### src/rtl/bus_bridge_initiator_queue.sv
// Initiator-side bus bridge queue: buffers requests in a small FIFO, issues
// them one at a time on the serial-bus initiator port, tolerates split
// transactions and read data arriving before or after ACK, and turns a
// transaction that never completes into an error response after a timeout.
module bus_bridge_initiator_queue #(
  parameter int ADDR_W         = 16,
  parameter int DATA_W         = 8,
  parameter int REQ_DEPTH      = 4,
  parameter int TIMEOUT_CYCLES = 1024
) (
  input  logic                         clk,
  input  logic                         rst_n,
  input  logic                         req_valid,
  output logic                         req_ready,
  input  logic [ADDR_W-1:0]            req_addr,
  input  logic [DATA_W-1:0]            req_wdata,
  input  logic                         req_is_write,
  output logic                         resp_valid,
  input  logic                         resp_ready,
  output logic [DATA_W-1:0]            resp_rdata,
  output logic                         resp_is_write,
  output logic                         resp_err,
  output logic                         init_req,
  output logic [ADDR_W-1:0]            init_addr_out,
  output logic                         init_addr_out_valid,
  output logic [DATA_W-1:0]            init_data_out,
  output logic                         init_data_out_valid,
  output logic                         init_rw,
  output logic                         init_ready,
  input  logic                         init_grant,
  input  logic [DATA_W-1:0]            init_data_in,
  input  logic                         init_data_in_valid,
  input  logic                         init_ack,
  input  logic                         init_split_ack,
  output logic [$clog2(REQ_DEPTH):0]   queue_count
);

  localparam int PW = $clog2(REQ_DEPTH);
  localparam int CW = PW + 1;
  localparam int EW = ADDR_W + DATA_W + 1;
  localparam int TW = (TIMEOUT_CYCLES > 1) ? $clog2(TIMEOUT_CYCLES) : 1;
  localparam logic [CW-1:0] DEPTH_C  = CW'(REQ_DEPTH);
  localparam logic [TW-1:0] TMO_LAST = TW'(TIMEOUT_CYCLES - 1);
  localparam bit            TMO_EN   = (TIMEOUT_CYCLES > 0);

  typedef enum logic [1:0] {
    S_IDLE      = 2'd0,
    S_SEND      = 2'd1,
    S_WAIT_ACK  = 2'd2,
    S_RESP_HOLD = 2'd3
  } state_t;

  state_t r_state, w_state_nxt;

  // FIFO storage and bookkeeping; entry = {is_write, wdata, addr}
  logic [EW-1:0]     r_mem [REQ_DEPTH];
  logic [PW-1:0]     r_wptr, r_rptr;
  logic [CW-1:0]     r_count, w_count_nxt;
  logic              r_req_ready;
  logic              w_push, w_pop;
  logic              w_head_wr;
  logic [DATA_W-1:0] w_head_wdata;
  logic [ADDR_W-1:0] w_head_addr;

  // Active transaction context
  logic              r_is_write, r_addr_cap, r_data_cap;
  logic              r_buf_valid, r_pending;
  logic [DATA_W-1:0] r_buf;
  logic [TW-1:0]     r_tmo;

  // Registered bus-side and response-side outputs
  logic              r_init_req, r_addr_valid, r_data_valid, r_init_rw;
  logic [ADDR_W-1:0] r_addr_out;
  logic [DATA_W-1:0] r_data_out;
  logic              r_resp_valid, r_resp_is_write, r_resp_err;
  logic [DATA_W-1:0] r_resp_rdata;

  // Completion decode in WAIT_ACK
  logic              w_done, w_timeout, w_set_pending;
  logic [DATA_W-1:0] w_done_rdata;

  assign w_head_wr    = r_mem[r_rptr][EW-1];
  assign w_head_wdata = r_mem[r_rptr][ADDR_W +: DATA_W];
  assign w_head_addr  = r_mem[r_rptr][ADDR_W-1:0];

  assign req_ready           = r_req_ready;
  assign queue_count         = r_count;
  assign init_req            = r_init_req;
  assign init_addr_out       = r_addr_out;
  assign init_addr_out_valid = r_addr_valid;
  assign init_data_out       = r_data_out;
  assign init_data_out_valid = r_data_valid;
  assign init_rw             = r_init_rw;
  assign init_ready          = 1'b1;
  assign resp_valid          = r_resp_valid;
  assign resp_rdata          = r_resp_rdata;
  assign resp_is_write       = r_resp_is_write;
  assign resp_err            = r_resp_err;

  // FIFO push/pop qualification and next occupancy
  always_comb begin
    w_push = req_valid && r_req_ready;
    w_pop  = (r_state == S_IDLE) && (r_count != '0);
    case ({w_push, w_pop})
      2'b10:   w_count_nxt = r_count + CW'(1);
      2'b01:   w_count_nxt = r_count - CW'(1);
      default: w_count_nxt = r_count;
    endcase
  end

  // Decide whether the waiting transaction completes, errors out or goes pending
  always_comb begin
    w_done        = 1'b0;
    w_done_rdata  = '0;
    w_set_pending = 1'b0;
    w_timeout     = 1'b0;
    if (r_state == S_WAIT_ACK) begin
      if (init_ack && r_is_write) begin
        w_done = 1'b1;
      end else if (init_ack && init_data_in_valid) begin
        // data and ACK together: the fresh data wins over any buffered byte
        w_done       = 1'b1;
        w_done_rdata = init_data_in;
      end else if ((init_ack || r_pending) && r_buf_valid) begin
        w_done       = 1'b1;
        w_done_rdata = r_buf;
      end else if (init_ack) begin
        w_set_pending = 1'b1;
      end else begin
        w_set_pending = 1'b0;
      end
      // a completion in the expiry cycle takes precedence over the error
      w_timeout = TMO_EN && !w_done && (r_tmo == TMO_LAST);
    end else begin
      w_timeout = 1'b0;
    end
  end

  // Next-state logic of the transaction FSM
  always_comb begin
    w_state_nxt = r_state;
    case (r_state)
      S_IDLE:      w_state_nxt = w_pop ? S_SEND : S_IDLE;
      S_SEND:      w_state_nxt = (r_addr_cap && r_data_cap) ? S_WAIT_ACK : S_SEND;
      S_WAIT_ACK:  w_state_nxt = (w_done || w_timeout) ? S_RESP_HOLD : S_WAIT_ACK;
      S_RESP_HOLD: w_state_nxt = resp_ready ? S_IDLE : S_RESP_HOLD;
      default:     w_state_nxt = S_IDLE;
    endcase
  end

  // FSM state register
  always_ff @(posedge clk) begin
    if (!rst_n) begin
      r_state <= S_IDLE;
    end else begin
      r_state <= w_state_nxt;
    end
  end

  // FIFO pointers, occupancy and registered ready flag
  always_ff @(posedge clk) begin
    if (!rst_n) begin
      r_wptr      <= '0;
      r_rptr      <= '0;
      r_count     <= '0;
      r_req_ready <= 1'b1;
    end else begin
      if (w_push) r_wptr <= r_wptr + PW'(1);
      if (w_pop)  r_rptr <= r_rptr + PW'(1);
      r_count     <= w_count_nxt;
      r_req_ready <= (w_count_nxt != DEPTH_C);
    end
  end

  // FIFO storage write; contents are meaningless until a push, so no reset
  always_ff @(posedge clk) begin
    if (w_push) begin
      r_mem[r_wptr] <= {req_is_write, req_wdata, req_addr};
    end
  end

  // Transaction datapath: launch, capture, read buffer, timeout and response
  always_ff @(posedge clk) begin
    if (!rst_n) begin
      r_is_write      <= 1'b0;
      r_addr_cap      <= 1'b0;
      r_data_cap      <= 1'b0;
      r_buf_valid     <= 1'b0;
      r_pending       <= 1'b0;
      r_buf           <= '0;
      r_tmo           <= '0;
      r_init_req      <= 1'b0;
      r_addr_valid    <= 1'b0;
      r_data_valid    <= 1'b0;
      r_init_rw       <= 1'b1;
      r_addr_out      <= '0;
      r_data_out      <= '0;
      r_resp_valid    <= 1'b0;
      r_resp_rdata    <= '0;
      r_resp_is_write <= 1'b0;
      r_resp_err      <= 1'b0;
    end else begin
      // read data is only meaningful while a transaction is in flight
      if ((r_state != S_IDLE) && init_data_in_valid) begin
        r_buf       <= init_data_in;
        r_buf_valid <= 1'b1;
      end
      case (r_state)
        S_IDLE: begin
          r_buf_valid <= 1'b0;
          r_buf       <= '0;
          r_pending   <= 1'b0;
          r_tmo       <= '0;
          if (w_pop) begin
            r_is_write   <= w_head_wr;
            r_init_rw    <= w_head_wr;
            r_addr_out   <= w_head_addr;
            r_data_out   <= w_head_wdata;
            r_init_req   <= 1'b1;
            r_addr_valid <= 1'b1;
            r_data_valid <= w_head_wr;
            r_addr_cap   <= 1'b0;
            r_data_cap   <= !w_head_wr;   // reads have no write phase
          end
        end
        S_SEND: begin
          if (init_grant && r_addr_valid) begin
            r_addr_cap   <= 1'b1;
            r_addr_valid <= 1'b0;
          end
          if (init_grant && r_data_valid) begin
            r_data_cap   <= 1'b1;
            r_data_valid <= 1'b0;
          end
        end
        S_WAIT_ACK: begin
          if (init_split_ack) r_init_req <= 1'b0;
          if (w_set_pending)  r_pending  <= 1'b1;
          if (w_done) begin
            r_init_req      <= 1'b0;
            r_resp_valid    <= 1'b1;
            r_resp_rdata    <= w_done_rdata;
            r_resp_is_write <= r_is_write;
            r_resp_err      <= 1'b0;
          end else if (w_timeout) begin
            r_init_req      <= 1'b0;
            r_resp_valid    <= 1'b1;
            r_resp_rdata    <= '0;
            r_resp_is_write <= r_is_write;
            r_resp_err      <= 1'b1;
          end else begin
            r_tmo <= r_tmo + TW'(1);
          end
        end
        S_RESP_HOLD: begin
          if (resp_ready) r_resp_valid <= 1'b0;
        end
        default: begin
          r_init_req <= 1'b0;
        end
      endcase
    end
  end

endmodule

### config.mk
export PLATFORM = sky130hd
export DESIGN_NAME = bus_bridge_initiator_queue
export DESIGN_NICKNAME = d
export VERILOG_FILES = /design/src/rtl/bus_bridge_initiator_queue.sv
export SDC_FILE = /design/constraint.sdc
export NUM_CORES = 1
export LEC_CHECK = 0
export ABC_AREA = 1
export BUFFER_PORTS_ARGS = -buffer_cell sky130_fd_sc_hd__buf_2
export CAP_MARGIN = 20
export CORE_ASPECT_RATIO = 1.1
export CORE_MARGIN = 1
export CORE_UTILIZATION = 25
export CTS_CLUSTER_SIZE = 30
export DETAILED_ROUTE_END_ITERATION = 10
export GPL_TIMING_DRIVEN = 0
export HOLD_SLACK_MARGIN = 0.08
export SLEW_MARGIN = 20
export SYNTH_ARGS = -nofsm -noshare
export SYNTH_HDL_FRONTEND = slang
export SYNTH_SLANG_ARGS = --single-unit
### constraint.sdc
create_clock -name clk -period 2.8 [get_ports clk]
set_clock_uncertainty 0.1 [all_clocks]
set_input_delay 0.14 -clock clk [delete_from_list [all_inputs] [get_ports clk]]
set_output_delay 0.14 -clock clk [all_outputs]
set_load 0.02 [all_outputs]
==> summary.txt <==
Status
  • Outcome: completed

Finish
  • Multi-input gate area: 2100 µm²
  • Commonest non-fill, non-tap cells in the layout: nor2_1 (138), edfxtp_1 (100), o21ai_0 (95)
  • Post-layout utilization of the core: 32.8%
  • Fin nets: 870
  • Layout cells sized above 1: 18.3%
  • Antenna diodes: 0
  • Layout area overhead: 28.3%
  • Most common library cell in the layout ignoring fill and taps: nor2_1
  • Storage cell area: 4480 µm²
  • Fill count: 2760

Pwr
  • Static Leakage: 3.34 nW
  • Combinational Power Share: 32.1%
  • Switch share: 37.6%
  • Register share of total power: 40.7%
  • Total Power: 8.29 mW
  • Pwr/cell area: 933 nW/µm²
  • Net switching power: 3.12 mW
  • Clock share of power: 27.2%
  • Max IR drop VDD: 0.495 mV
  • Pint: 5.17 mW

STA
  • Final hold violations: 0
  • Final Max Slew Viols: 0
  • FMAX: 400 MHz
  • Setup violators final: 0
  • Final Cycle Share: 89.3%
  • Slew @ Worst Pin: 688 ps
  • Crit path time final: 2500 ps
  • RSZ-0062 raised after global routing: false
  • Sum Neg Setup Slack: 0 ps
  • Relative max-transition margin: 54.1%

Routing
  • Per-cell routed wire length: 14.8 µm
  • Initial DRT Pass Iterations: 5
  • Via total after detailed routing: 5236
  • Number of DRC markers in iteration 0: 423
  • Final wirelength: 17600 µm
  • Final ANT Viol Nets: 0
  • Drt via density: 4.40
  • DRC errors left: 0

Floorplanning
  • Ports: 85
  • Initial cell density of the core: 25.5%
  • Die width: 161 µm
  • Row count: 63
  • Die Y: 177 µm
  • Core area: 27100 µm²
  • Die area: 28400 µm²

Logic synthesis
  • Cells after synthesis: 677
  • Yosys synthesis warning count: 0
  • Synth Flop Type: edfxtp_1
  • Sequential area share after synthesis: 64.8%
  • Synthesized area: 6920 µm²
  • Number of synthesized flops with an enable pin: 100
  • #FFs+latches synth: 174
  • FFs w/ async S/R, synth: 0%
  • Syn avg cell area: 10.2 µm²
  • Post-synth cell types: 35
  • Post-Synthesis Net Count: 725

Critical path
  • CP top delay family: adder cells
  • CP cell instances: nor2_1 -> inv_1 -> nor2_1 -> buf_6 -> ha_1 -> inv_1 -> fa_1 -> o21ai_0 -> o21ai_0 -> a21oi_1 -> nand3_1
  • CP max-delay cell: fa_1
  • Startpoint Class: flop
  • Worst Path Max Fanout: 19
  • Max stage delay on crit path: 380 ps
  • WS Path Type: flop to flop
  • Crit path DAT: 2710 ps
  • Worst setup EP type: flop
  • Worst Path Required: 3010 ps
  • Worst Path Buf+Inv: 3

Global routing
  • Vias in the first global route: 5043
  • Antenna violations before repair: 0
  • Global-route wire length before repair: 27300 µm
  • Largest net degree at the start of global routing: 18
  • Total track usage: 12.6%
  • Total global routing overflow: 0

Clock network
  • CTS H-tree lvls: 4
  • Max Root-Sink Buffers: 2
  • CTS tree: built
  • Total CTS buffers: 17
  • CTS sink cnt: 174
  • Clock transition at path regs: 70 ps
  • Clk_lat worst skew: 430 ps
  • Root buffer cell: clkbuf_16

Placed design
  • Hpwl dp: 11700 µm
  • IO buf count: 82
  • Gpl congestion: 0.845

Worst hold path
  • Hold Crit Class: input pin to flop

Flow run
  • MaxCap Viol Count: 0
==> cell families (layout without fill, tap and decap cells) <==
| kind of cell | Yosys count | in the layout | synth area share [%] |
|---|---|---|---|
| AND/OR/NAND/NOR | 225 | 225 | 14.2 |
| AO/OA/AOI/OAI | 179 | 179 | 13.9 |
| adder cells (fa/ha/maj) | 7 | 7 | 1.37 |
| flip-flops | 174 | 174 | 64.8 |
| XOR/XNOR | 2 | 2 | 0.253 |
| other | 1 | 1 | 0.0542 |
| buffers and inverters | 89 | 246 | 5.40 |
==> stage by stage <==
step	instance area [µm²]	hold WS [ps]	setup WS [ps]	std cells
floorplan	6920	139	490	677
global placement	7780	253	-379	1116
detailed placement	7920	257	68.7	1120
CTS	8890	276	46.7	1192
global route	8880	327	35.9	1191
finish	8880	284	299	1191
==> cell type report <==
cell class,count,area share [%]
Multi-Input combinational cell,414,23.6
Tap cell,357,5.03
Inverter,54,2.28
Clock buffer,18,4.83
Clock inverter,13,1.41
Buffer,34,1.92
Timing Repair Buffer,127,10.5
Sequential cell,174,50.5
==> cell usage after synthesis (2+ instances only) <==
cell / count / area, µm²
nor2_1: 142 / 533
buf_1: 2 / 7.51
a31oi_1: 24 / 150
a211oi_1: 7 / 52.6
ha_1: 6 / 75.1
dfxtp_1: 74 / 1480
o21ai_1: 10 / 50.1
buf_2: 8 / 40.0
nor2_8: 4 / 80.1
nand2_2: 2 / 12.5
nand3_1: 20 / 100
o21ai_0: 95 / 475
buf_4: 4 / 30.0
a21oi_1: 38 / 190
nor3_1: 4 / 20.0
edfxtp_1: 100 / 3000
buf_6: 2 / 22.5
clkbuf_1: 19 / 71.3
nand2_1: 41 / 154
nand4_1: 4 / 25.0
inv_2: 5 / 18.8
inv_1: 49 / 184
nor2_2: 5 / 31.3
==> tightest hold or removal path: stages <==
cell and delay, ps:
buf_2 70, nand2_1 310, a21oi_1 250
==> power groups by stage <==
stage / logic (mW) / clock network [mW] / registers (mW)
finish: 2.66 / 2.25 / 3.37
global route: 2.94 / 2.42 / 3.42
global placement: 2.54 / 0 / 3.43
floorplan: 1.43 / 0 / 3.64
CTS: 2.70 / 2.30 / 3.37
detailed placement: 2.65 / 0 / 3.43
==> final timing paths <==
| kind | startpoint | endpoint | slack [ps] | cells after the start |
|---|---|---|---|---|
| max | r_state[1] | req_ready | 300 | 11 |
| min | req_valid | r_wptr[0] | 280 | 3 |
| max reg2reg | r_state[1] | req_ready | 300 | 11 |
| min reg2reg | r_data_cap | r_data_cap | 360 | 2 |
==> timing repair <==
item / CTS / global route
hold buffers: 41 / 0
buffers inserted: 0 / 0
hold endpoints to repair: 121 / 0
endpoints found under the setup margin: 0 / 2
resized for setup: 0 / 1
==> state kept, by name (all words and copies together) (netlist names), 2 cells and up, named ones only <==
name	count
init_addr_out	16
init_data_out	8
queue_count	3
r_buf	8
r_mem	100
r_rptr	2
r_state	2
r_tmo	10
r_wptr	2
resp_rdata	8
==> per-layer routing <==
layer | GRT usage (%) | vias to the layer above | wire length (µm)
met4 | 3.89 | 0 | 227
met1 | 15.9 | 2454 | 8020
li1 | - | 2616 | -
met5 | 0 | - | 0
met3 | 3.29 | 16 | 920
met2 | 21.1 | 150 | 8410
(Power assumes the default switching activity.)
